$ cat src/rtl/note_judge.sv
// note_judge: judges button presses against the falling notes of four lanes.
//
// Sits between the four note movers and the score/HUD renderer (i_clk domain).
// Each lane runs a small IDLE/ZONE/RETIRE tracker. The tracker reports a hit,
// a miss or a stray press, and gates the lane's mover enable so that a hit
// note is sent back to the top. Score, combo, max combo and miss count are
// kept here, and a sticky game-over flag is raised.
//
// Ports
//   i_clk, i_rst     clock, synchronous active-high reset
//   i_ani_stb        frame strobe shared with the movers
//   i_active         game running
//   i_note_state     lane i: bit 2i = note in push zone, bit 2i+1 = note at bottom
//   i_btn            debounced button levels, one per lane
//   o_lane_en        registered enable to each mover
//   o_hit/o_miss/o_stray  one-cycle judgement pulses per lane
//   o_score          saturating score
//   o_combo          consecutive-hit count (saturates at 255)
//   o_max_combo      highest combo since reset
//   o_misses         miss count (saturates at MAX_MISSES)
//   o_game_over      sticky end-of-game flag
module note_judge #(
   parameter int SCORE_W    = 16,
   parameter int HIT_PTS    = 10,
   parameter int COMBO_STEP = 10,
   parameter int MAX_MULT   = 4,
   parameter int MAX_MISSES = 5
) (
   input  logic               i_clk,
   input  logic               i_rst,
   input  logic               i_ani_stb,
   input  logic               i_active,
   input  logic [7:0]         i_note_state,
   input  logic [3:0]         i_btn,
   output logic [3:0]         o_lane_en,
   output logic [3:0]         o_hit,
   output logic [3:0]         o_miss,
   output logic [3:0]         o_stray,
   output logic [SCORE_W-1:0] o_score,
   output logic [7:0]         o_combo,
   output logic [7:0]         o_max_combo,
   output logic [2:0]         o_misses,
   output logic               o_game_over
);

   localparam logic [1:0] ST_IDLE   = 2'd0;
   localparam logic [1:0] ST_ZONE   = 2'd1;
   localparam logic [1:0] ST_RETIRE = 2'd2;

   function automatic logic [SCORE_W-1:0] sat_score(input logic [SCORE_W-1:0] s,
                                                    input logic [31:0] g);
      logic [SCORE_W+32:0] sum;
      sum = (SCORE_W+33)'(s) + (SCORE_W+33)'(g);
      if (sum > (SCORE_W+33)'({SCORE_W{1'b1}})) return {SCORE_W{1'b1}};
      return sum[SCORE_W-1:0];
   endfunction

   function automatic logic [7:0] sat_combo(input logic [7:0] c, input logic [2:0] h);
      logic [8:0] sum;
      sum = {1'b0, c} + {6'd0, h};
      return sum[8] ? 8'hFF : sum[7:0];
   endfunction

   function automatic logic [2:0] sat_misses(input logic [2:0] m, input logic [2:0] add);
      logic [3:0] sum;
      sum = {1'b0, m} + {1'b0, add};
      if (sum >= 4'(MAX_MISSES)) return 3'(MAX_MISSES);
      return sum[2:0];
   endfunction

   function automatic logic [2:0] count4(input logic [3:0] v);
      return {2'd0, v[0]} + {2'd0, v[1]} + {2'd0, v[2]} + {2'd0, v[3]};
   endfunction

   logic [3:0][1:0]    lane_st, next_st;
   logic [3:0]         btn_prev, bot_prev;
   logic [3:0]         zone, bot, press, bot_rise;
   logic [3:0]         hit_d, miss_d, stray_d, en_d;
   logic               run;
   logic [2:0]         h_cnt, m_cnt, s_cnt;
   logic [31:0]        mult, gain;
   logic [SCORE_W-1:0] score_d;
   logic [7:0]         combo_d, max_d;
   logic [2:0]         misses_d;
   logic               go_d;

   always_comb begin
      for (int i = 0; i < 4; i++) begin
         zone[i] = i_note_state[2*i];
         bot[i]  = i_note_state[2*i+1];
      end
   end

   assign press    = i_btn & ~btn_prev;
   assign bot_rise = bot & ~bot_prev;
   assign run      = i_active & ~o_game_over;

   // Per-lane judgement; when not running every lane collapses to IDLE.
   always_comb begin
      next_st = lane_st;
      hit_d   = '0;
      miss_d  = '0;
      stray_d = '0;
      for (int i = 0; i < 4; i++) begin
         if (!run) begin
            next_st[i] = ST_IDLE;
         end else begin
            case (lane_st[i])
               ST_IDLE: begin
                  stray_d[i] = press[i];
                  miss_d[i]  = bot_rise[i];
                  if (zone[i] && !press[i] && !bot_rise[i]) next_st[i] = ST_ZONE;
               end
               ST_ZONE: begin
                  // A press wins over a simultaneous bottom arrival.
                  if (press[i]) begin
                     hit_d[i]   = 1'b1;
                     next_st[i] = ST_RETIRE;
                  end else if (bot_rise[i]) begin
                     miss_d[i]  = 1'b1;
                     next_st[i] = ST_IDLE;
                  end else if (!zone[i]) begin
                     next_st[i] = ST_IDLE;
                  end
               end
               ST_RETIRE: begin
                  // The mover sees enable low on this strobe and restarts at the top.
                  if (i_ani_stb) next_st[i] = ST_IDLE;
               end
               default: next_st[i] = ST_IDLE;
            endcase
         end
      end
   end

   // Scoring: every hit in a cycle shares the multiplier of the pre-cycle combo.
   always_comb begin
      h_cnt = count4(hit_d);
      m_cnt = count4(miss_d);
      s_cnt = count4(stray_d);
      mult  = 32'(o_combo) / 32'(COMBO_STEP) + 32'd1;
      if (mult > 32'(MAX_MULT)) mult = 32'(MAX_MULT);
      gain     = 32'(h_cnt) * 32'(HIT_PTS) * mult;
      score_d  = sat_score(o_score, gain);
      combo_d  = ((m_cnt != 3'd0) || (s_cnt != 3'd0)) ? {5'd0, h_cnt}
                                                      : sat_combo(o_combo, h_cnt);
      max_d    = (combo_d > o_max_combo) ? combo_d : o_max_combo;
      misses_d = sat_misses(o_misses, m_cnt);
      go_d     = o_game_over | (run & (misses_d == 3'(MAX_MISSES)));
      for (int i = 0; i < 4; i++)
         en_d[i] = i_active & ~go_d & (next_st[i] != ST_RETIRE);
   end

   always_ff @(posedge i_clk) begin
      if (i_rst) begin
         lane_st     <= '0;
         btn_prev    <= '0;
         bot_prev    <= '0;
         o_lane_en   <= '0;
         o_hit       <= '0;
         o_miss      <= '0;
         o_stray     <= '0;
         o_score     <= '0;
         o_combo     <= '0;
         o_max_combo <= '0;
         o_misses    <= '0;
         o_game_over <= 1'b0;
      end else begin
         btn_prev  <= i_btn;
         bot_prev  <= bot;
         lane_st   <= next_st;
         o_lane_en <= en_d;
         o_hit     <= hit_d;
         o_miss    <= miss_d;
         o_stray   <= stray_d;
         if (run) begin
            o_score     <= score_d;
            o_combo     <= combo_d;
            o_max_combo <= max_d;
            o_misses    <= misses_d;
            o_game_over <= go_d;
         end
      end
   end

endmodule
$ cat config.mk
export PLATFORM = sky130hd
export DESIGN_NAME = note_judge
export DESIGN_NICKNAME = d
export VERILOG_FILES = /design/src/rtl/note_judge.sv
export SDC_FILE = /design/constraint.sdc
export NUM_CORES = 1
export LEC_CHECK = 0
export BUFFER_PORTS_ARGS = -buffer_cell sky130_fd_sc_hd__buf_2
export CAP_MARGIN = 20
export CORE_UTILIZATION = 54
export DETAILED_ROUTE_END_ITERATION = 7
export HOLD_SLACK_MARGIN = 0.12
export MAX_ROUTING_LAYER = met4
export PLACE_DENSITY = 0.78
export SYNTH_ARGS = -nofsm -noshare
export SYNTH_HDL_FRONTEND = slang
export SYNTH_SLANG_ARGS = --single-unit
$ cat constraint.sdc
create_clock -name i_clk -period 8 [get_ports i_clk]
set_input_delay 0.4 -clock i_clk [delete_from_list [all_inputs] [get_ports i_clk]]
set_output_delay 0.4 -clock i_clk [all_outputs]
set_load 0.05 [all_outputs]
==> results of run 1 <==
repair_timing:
action                                 in CTS  in global routing
gates cloned                                0                  0
hold buffers                                0                  0
pin swaps                                   0                 20
endpoints found under the hold margin       0                  0
setup buffers                               0                 10
resized for setup                           5                 30
setup endpoints to repair                  13                 16
cells by family after synthesis:
family	synth area share (%)
flops	24.6
xor+xnor	3.81
mux	2.27
simple gates	21.8
fa+ha+maj	22.4
other cells	0.136
compound gates	18.2
buf+inv	6.75
area by class of cell:
type	count	share of cell area, %
Multi-Input combinational cell	522	61.4
Sequential cell	68	20.9
Clock buffer	10	1.96
Tap cell	133	2.55
Inverter	67	3.86
Clock inverter	6	0.978
Timing Repair Buffer	95	8.36
power by group:
part	internal, uW	switching (uW)	total [uW]
sequential	367	25.5	392
clock	144	135	279
combinational	200	323	523
total	711	483	1190
worst reg2reg max path, delay by kind of cell, from the launching register on:
kind	cells	cell delay, ns
adders and majority gates	7	2.60
and+or+nand+nor	10	1.79
muxes	1	0.33
DFF	1	0.32
AOI/OAI and AO/OA	10	1.59
buffers and inverters	6	0.55
xor gates and xnor gates	2	0.25
per-stage QoR:
step / power [uW] / utilization, % / hold slack [ns] / cells / worst slack, ns
3_5_place_dp: 875 / 62.0 / 0.464 / 875 / -0.105
3_3_place_gp: 866 / 62.0 / 0.468 / 875 / 0.137
5_1_grt: 1260 / 66.1 / 0.265 / 901 / 0.0731
4_1_cts: 1160 / 64.1 / 0.259 / 891 / 0.00728
2_1_floorplan: 774 / - / 0.439 / 683 / 0.0375
6_report: 1190 / 66.1 / 0.269 / 901 / 0.411
synth_stat cells (3+ instances only):
library cell	count	area [um^2]
fa_1	23	460
a311oi_1	3	26.3
a21o_1	8	60.1
a21oi_1	52	260
xnor2_1	13	114
nor3b_1	3	22.5
nand2b_1	18	113
nor2b_1	23	144
ha_1	62	776
o211ai_1	3	22.5
o21ai_0	35	175
buf_2	7	35.0
nand2_1	40	150
o21bai_1	3	22.5
a31oi_1	6	37.5
o21ai_1	3	15.0
nor4_1	13	81.3
a221oi_1	4	35.0
nor2_1	61	229
or2_2	4	25.0
o31ai_1	3	22.5
inv_1	65	244
clkbuf_1	14	52.6
nand3b_1	4	30.0
and3_1	4	25.0
nand3_1	9	45.0
mux2i_1	11	110
dfxtp_1	68	1360
or3_1	3	18.8
o21a_1	3	22.5
xor2_1	11	96.3
a211oi_1	4	30.0
nor3_1	20	100
and2_1	9	56.3
worst min path at each step:
stage / to / slack [ns] / cells past startpoint
final: btn_prev[2] / 0.27 / 2
after detailed placement: o_stray[1] / 0.46 / 1
after global routing: bot_prev[0] / 0.27 / 2
after CTS: btn_prev[2] / 0.26 / 2
after global placement: o_stray[1] / 0.47 / 1
after floorplan: o_stray[1] / 0.44 / 1
registers in the layout, summed over array words and instances (netlist names):
name	count
o_score	16
lane_st	8
o_combo	8
o_max_combo	8
bot_prev	4
btn_prev	4
o_hit	4
o_lane_en	4
o_miss	4
o_stray	4
o_misses	3
o_game_over	1
routing by layer:
layer	wire length, um	up-vias	global-route usage [%]	part of all wire [%]
met2	6530	154	46.9	49
met3	664	26	4.47	5.0
li1	-	2491	-	-
met1	5870	2345	32.7	44
met5	0	-	-	0
met4	264	0	8.56	2.0
==> impl_metrics.toml, run 1 <==
[routing]
antenna_left = 0
avgViaCountPerCell = 5.57
drt-initial-drc-count = 174
dr.pass1.iters = 5
post_drt_wl_per_cell_um = 14.8
drc = 0
vias = 5016
wirelength_um = 13300

[critical_path]
startpoint = "o_combo[5]"
critPathCaptureType = "register"
worst-path-stages = 36
regToRegSetupSlack_ns = 0.41
crit_family = "adder cells"
worstSetupStartpointType = "register"
reg2regPathDepth = 36
worstPathBufferInverterCount = 6
path_max_fanout = 8
r2r-end = "o_score[5]"
worstSetupPathType = "reg2reg"
slowest_delay_ns = 0.55
cp-endpoint = "o_score[5]"
worst-endpoint-arrival_ns = 7.79
crit_slowest_cell = "fa_1"
worst_r2r_startpoint = "o_combo[5]"
critical_path_required_ns = 8.20

[timing]
maxSlewHeadroom_pct = 48.1
tightest_slew_ns = 0.778
fmax_ghz = 0.132
finalHoldViolCount = 0
fin_skew_ns = 0.00603
fin_tns_setup_ns = 0
setup_violations = 0
period_share_pct = 94.9
fin_crit_ns = 7.59
report.final.slew_viol_count = 0
rsz0062_at_grt = "no"

[die]
dieArea_um2 = 10600
design.core.area_um2 = 9860
pin_count = 68
die_h_um = 103
rows = 36
die_w_um = 103
start_util_pct = 56.0

[layout]
diodes = 0
nets = 864
final_area_um2 = 6520
layout_common_cells = "67 x buf_2, 66 x dfxtp_1, 63 x inv_1"
fill_cells = 828
layout_commonest_cell = "buf_2"
multiInputGateArea_um2 = 4000
regArea_um2 = 1360
drive_above_1_share_pct = 20.6
area_growth_pct = 18.1

[synth]
async_reset_ff_share_pct = 0
synth.distinct_cells = 76
ys_seq_area_share_pct = 24.6
synth_warnings = 0
ys.flop_type = "dfxtp_1"
synth_area_per_cell_um2 = 8.29
synth_edf_count = 0
synthCells = 666
netlist_area_um2 = 5520
ys_ff_latch = 68

[status]
status = "complete, no violations"

[cts]
cts_tree = "built"
htree_levels = 3
cts_buffer_depth = 2
insertion_delay_ns = 0.35
cts_buffers = 9
cts_root_buffer = "clkbuf_8"
clock_sinks = 68
path_clk_slew_ns = 0.07

[global_route]
grt_pass1_vias = 4790
grtUsageTotal_pct = 27.3
grt-ovfl-total = 0
grt_max_degree = 41
antenna_found_initial = 0
grt_pass1_wl_um = 22100

[hold_path]
hold_start = "i_btn[2]"
min_path_type = "in2reg"

[placed_design]
port_buffers = 67
routabilityCongestion = 0.950
place_hpwl_um = 10000
placed_area_um2 = 6120

[power]
p_per_area_nw_per_um2 = 183
vdd_drop_max_mv = 0.201
p_leak_uw = 0.00304

[job]
maxCapViolations = 0
No activity file was read; power rests on OpenSTA's default activity.
==> inputs of run 2 (changes only) <==
--- a/config.mk
+++ b/config.mk
@@ -10,4 +10,5 @@
 export CORE_UTILIZATION = 54
 export DETAILED_ROUTE_END_ITERATION = 7
+export GPL_TIMING_DRIVEN = 0
 export HOLD_SLACK_MARGIN = 0.12
 export MAX_ROUTING_LAYER = met4
==> constraint.sdc (replaced) <==
create_clock -name i_clk -period 8 [get_ports i_clk]
set_input_delay 1.6 -clock i_clk [delete_from_list [all_inputs] [get_ports i_clk]]
set_output_delay 1.6 -clock i_clk [all_outputs]
set_load 0.05 [all_outputs]
==> run 2 against run 1 <==
Via count rose by 8.2%. Cell count rose by 3.4%. Clock power rose by 27%. Routed wire length rose by 17%. Core utilization rose by 5.4 points. Sequential power barely moved. Critical path type is now in2reg. Highest routed layer unchanged.
==> impl_metrics.toml, run 2 (synthesis gave the netlist of run 1 again) <==
[cts]
htree_levels = 3
clock_sinks = 68
cts_hold_buf = 0
cts_root_buffer = "clkbuf_8"
path_clk_slew_ns = 0.08
cts_buffers = 9
cts_tree = "built"
cts_buffer_depth = 2
insertion_delay_ns = 0.36

[critical_path]
worst-endpoint-arrival_ns = 8.12
worstSetupStartpointType = "input pin"
worstSetupPathType = "in2reg"
crit_path_frequent_cell = "ha_4"
critical_path_required_ns = 8.25
crit_slowest_cell = "fa_1"
critPathCaptureType = "register"
slowest_delay_ns = 0.53
path_max_fanout = 7

[layout]
diodes = 0
drive_above_1_share_pct = 25.9
area_growth_pct = 27.6
nets = 895
fill_cells = 759
layout_commonest_cell = "buf_2"
multiInputGateArea_um2 = 4250
largest_reg_flops = 16
layoutNonFillerInstCount = 932
layout_common_cells = "71 x buf_2, 65 x dfxtp_1, 60 x inv_1"
regArea_um2 = 1370
largest-register = "o_score"

[routing]
drc = 0
drt-initial-drc-count = 248
vias = 5425
dr.pass1.iters = 5
avgViaCountPerCell = 5.82
post_drt_wl_per_cell_um = 16.7
wirelength_um = 15500
antenna_left = 0

[status]
status = "complete, no violations"

[power]
intPower_uw = 802
p_switching_uw = 530
p_clk_share_pct = 26.6
p_per_area_nw_per_um2 = 189
p_leak_uw = 0.00321
p_comb_share_pct = 44.3
power.total_uw = 1330
p_sw_share_pct = 39.8
power_frac_seq_pct = 29.2
vdd_drop_max_mv = 0.252

[die]
dieArea_um2 = 10600
die_w_um = 103
design.core.area_um2 = 9860
rows = 36
die_h_um = 103
pin_count = 68
start_util_pct = 56.0

[placed_design]
post-place-ws_ns = -0.774
port_buffers = 67
place_hpwl_um = 10800
place_inst = 883
routabilityCongestion = 0.949

[timing]
setup_violations = 0
fin_crit_ns = 7.86
tightest_slew_ns = 0.797
finalHoldViolCount = 0
finalWorstSetupSlack_ns = 0.139
fmax_ghz = 0.127
fin_skew_ns = 0.00966
rsz0062_at_grt = "yes"
maxSlewHeadroom_pct = 46.1
period_share_pct = 98.3
report.final.slew_viol_count = 0

[global_route]
grt_pass1_vias = 5165
antenna_found_initial = 0
grt_pass1_wl_um = 23800
grtUsageTotal_pct = 29.9
grt-ovfl-total = 0
grt_max_degree = 14

[job]
maxCapViolations = 0

[hold_path]
min_path_type = "reg2reg"
run 2: cell count changes in the layout (fill, tap and decap cells not counted), sizes merged:
cell,previous run,this run
buf,95,113
clkbuf,10,22
bufinv,1,3
clkinvlp,2,1
run 2: final cells by class:
type                    instances  share of cell area (%)
inverters                      67                    3.60
well taps                     133                    2.36
plain buffers                  25                    2.13
multi-input cells             522                    60.3
clock inverters                 7                    1.76
clock buffers                   9                    1.76
flip-flops and latches         68                    19.4
repair buffers                101                    8.62
run 2: metal layers:
| metal | up-vias | GRT usage, % | wire, um |
|---|---|---|---|
| li1 | 2558 | - | - |
| met1 | 2572 | 34.9 | 6140 |
| met2 | 243 | 51.5 | 7840 |
| met3 | 52 | 7.25 | 1160 |
| met4 | 0 | 7.58 | 397 |
| met5 | - | - | 0 |
run 2: repair_timing:
item	4_1_cts	5_1_grt
cloned	1	0
gates resized for setup	32	59
setup endpoints to repair	16	16
pin swaps	13	44
setup buffers	6	27
run 2: worst paths after layout:
check | from | cells after the start | slack [ns] | end
worst max-delay path | i_active | 30 | 0.14 | o_score[11]
worst min-delay path | lane_st[2] | 1 | 0.50 | o_stray[1]
worst max register to register | o_combo[5] | 34 | 0.27 | o_score[11]
worst min register to register | lane_st[2] | 1 | 0.50 | o_stray[1]
run 2: critical path, delay by kind of cell:
kind	cells	cell delay, ns
buf+inv	6	0.58
xor+xnor	1	0.20
simple gates	6	1.10
compound gates	7	1.20
fa+ha+maj	10	3.42
run 2: power by group through the flow:
stage | Combinational [uW] | Clock, uW | Sequential, uW
floorplan | 301 | 0 | 480
global placement | 469 | 0 | 394
detailed placement | 483 | 0 | 395
finish | 590 | 354 | 389
CTS | 523 | 351 | 387
global route | 637 | 373 | 391
run 2: through the flow:
stage / TNS (ns) / hold WS (ns) / util (%) / instance area [um^2]
finish: 0 / 0.499 / 71.5 / 7050
detailed placement: -10.64 / 0.482 / 62.4 / 6160
global route: -0.690 / 0.519 / 71.5 / 7050
global placement: -9.03 / 0.471 / 62.4 / 6160
floorplan: 0 / 0.440 / - / 5650
CTS: 0 / 0.503 / 66.8 / 6590
==> inputs of run 3 (changes only) <==
- CORE_ASPECT_RATIO: unset -> 1.25
- SLEW_MARGIN: unset -> 20
==> run 3 against run 2 <==
Sequential power is essentially flat. Routed wire length is 1.4% lower. Via count decreased by 1.1%. Critical path depth fell by 1. Setup slack lost 0.021 ns. Register-to-register slack got worse by 0.11 ns. Sequential share of layout area up 0.072 points. Die area barely moved. Clock skew is 0.0017 ns lower. Critical path type unchanged. Critical endpoint is now o_score[2]. Largest power group unchanged.
==> impl_metrics.toml, run 3 (synthesis gave the netlist of run 1 again) <==
[power]
vdd_drop_max_mv = 0.244
p_per_area_nw_per_um2 = 194
power.total_uw = 1360
p_leak_uw = 0.00321

[timing]
finalWorstSetupSlack_ns = 0.118
fmax_ghz = 0.127
finalHoldViolCount = 0
period_share_pct = 98.5
maxSlewHeadroom_pct = 50.0
report.final.slew_viol_count = 0
fin_tns_setup_ns = 0
tightest_slew_ns = 0.751
fin_crit_ns = 7.88
fin_skew_ns = 0.00795
setup_violations = 0

[layout]
largest_reg_flops = 16
largest-register = "o_score"
area_growth_pct = 26.9
layout_commonest_cell = "buf_2"
final_core_utilization_pct = 71.8
diodes = 0
layout_common_cells = "72 x buf_2, 65 x dfxtp_1, 60 x inv_1"
nets = 893
layoutNonFillerInstCount = 923
drive_above_1_share_pct = 24.3

[hold_path]
min_path_type = "reg2reg"
holdPathStages = 1
min_to = "o_stray[1]"
hold_start = "lane_st[2]"

[placed_design]
port_buffers = 67
place_inst = 876
routabilityCongestion = 0.901
post-place-ws_ns = -0.884
place_hpwl_um = 10800

[critical_path]
critPathCaptureType = "register"
r2r-end = "o_score[2]"
worstSetupPathType = "in2reg"
worst_r2r_startpoint = "o_combo[5]"
regToRegSetupSlack_ns = 0.16
crit_slowest_cell = "fa_1"
worstSetupStartpointType = "input pin"
worst-endpoint-arrival_ns = 8.05
reg2regPathDepth = 36
critical_path_required_ns = 8.17
path_max_fanout = 4
slowest_delay_ns = 0.51
crit_path_frequent_cell = "ha_4"

[global_route]
antenna_found_initial = 0
grtUsageTotal_pct = 29.5
grt_pass1_wl_um = 24100
grt-ovfl-total = 0
grt_pass1_vias = 5227
grt_max_degree = 13

[cts]
cts_hold_buf = 0
path_clk_slew_ns = 0.06
cts_tree = "built"
insertion_delay_ns = 0.33
cts_buffer_depth = 2
cts_buffers = 9
clock_sinks = 68
cts_root_buffer = "clkbuf_16"
htree_levels = 3

[die]
die_h_um = 115
pin_count = 68
rows = 40
dieArea_um2 = 10600
die_w_um = 92.5
start_util_pct = 56.6
design.core.area_um2 = 9760

[routing]
dr.pass1.iters = 5
avgViaCountPerCell = 5.81
wirelength_um = 15300
antenna_left = 0
drt-initial-drc-count = 250
post_drt_wl_per_cell_um = 16.6
drc = 0
vias = 5365

[job]
maxCapViolations = 0

[status]
status = "complete, no violations"
## run 3: worst max path at each step
stage / from / to / slack, ns / cells past startpoint
6_report: i_btn[1] / o_score[2] / 0.12 / 29
5_1_grt: o_combo[5] / o_score[2] / -0.05 / 36
4_1_cts: o_combo[5] / o_score[2] / 0.008 / 34
3_5_place_dp: o_combo[5] / o_score[13] / -0.88 / 35
3_3_place_gp: o_combo[5] / o_score[7] / -0.64 / 35
2_1_floorplan: i_btn[1] / o_score[1] / 0.02 / 28
## run 3: critical path: cells and delay by family
kind,cells,cell delay [ns]
fa+ha+maj,10,3.32
simple gates,7,1.40
compound gates,7,1.14
buf+inv,4,0.33
xor+xnor,1,0.26
## run 3: metrics by stage
| stage | area, um^2 | hold WS, ns |
|---|---|---|
| after global routing | 7010 | 0.499 |
| after detailed placement | 6150 | 0.478 |
| after CTS | 6740 | 0.482 |
| after global placement | 6150 | 0.475 |
| after floorplan | 5650 | 0.440 |
| final | 7010 | 0.481 |
## run 3: area by class of cell
class                      instances  area (um^2)
multi-input combinational        522         4190
fill                             763         2750
sequential                        68         1370
timing repair buffer              98          582
inverter                          67          251
clock buffer                      10          229
buffer                            26          171
tap                              126          158
clock inverter                     6         65.1
## run 3: per-layer routing
metal  share of wire [%]  up-vias  routed length (um)  GRT usage [%]
met5                   0        -                   0              -
met4                 4.0        0                 615           15.0
met2                  53      198                8060           52.3
li1                    -     2551                   -              -
met3                 5.2       56                 791           4.76
met1                  38     2560                5840           31.6
## run 3: timing repair
| action | 4_1_cts | 5_1_grt |
|---|---|---|
| gates resized for setup | 43 | 29 |
| setup endpoints to repair | 16 | 16 |
| hold endpoints to repair | 0 | 0 |
| pin swaps | 21 | 35 |
| gates cloned | 1 | 0 |
| setup buffers | 12 | 18 |
## run 3: power by group
| part | leakage [uW] | switching (uW) | total [uW] | internal (uW) |
|---|---|---|---|---|
| Combinational | 0.00251 | 347 | 579 | 232 |
| Clock | 0.000142 | 154 | 395 | 241 |
| Sequential | 0.000558 | 22.0 | 389 | 367 |
| Total | 0.00321 | 523 | 1360 | 841 |
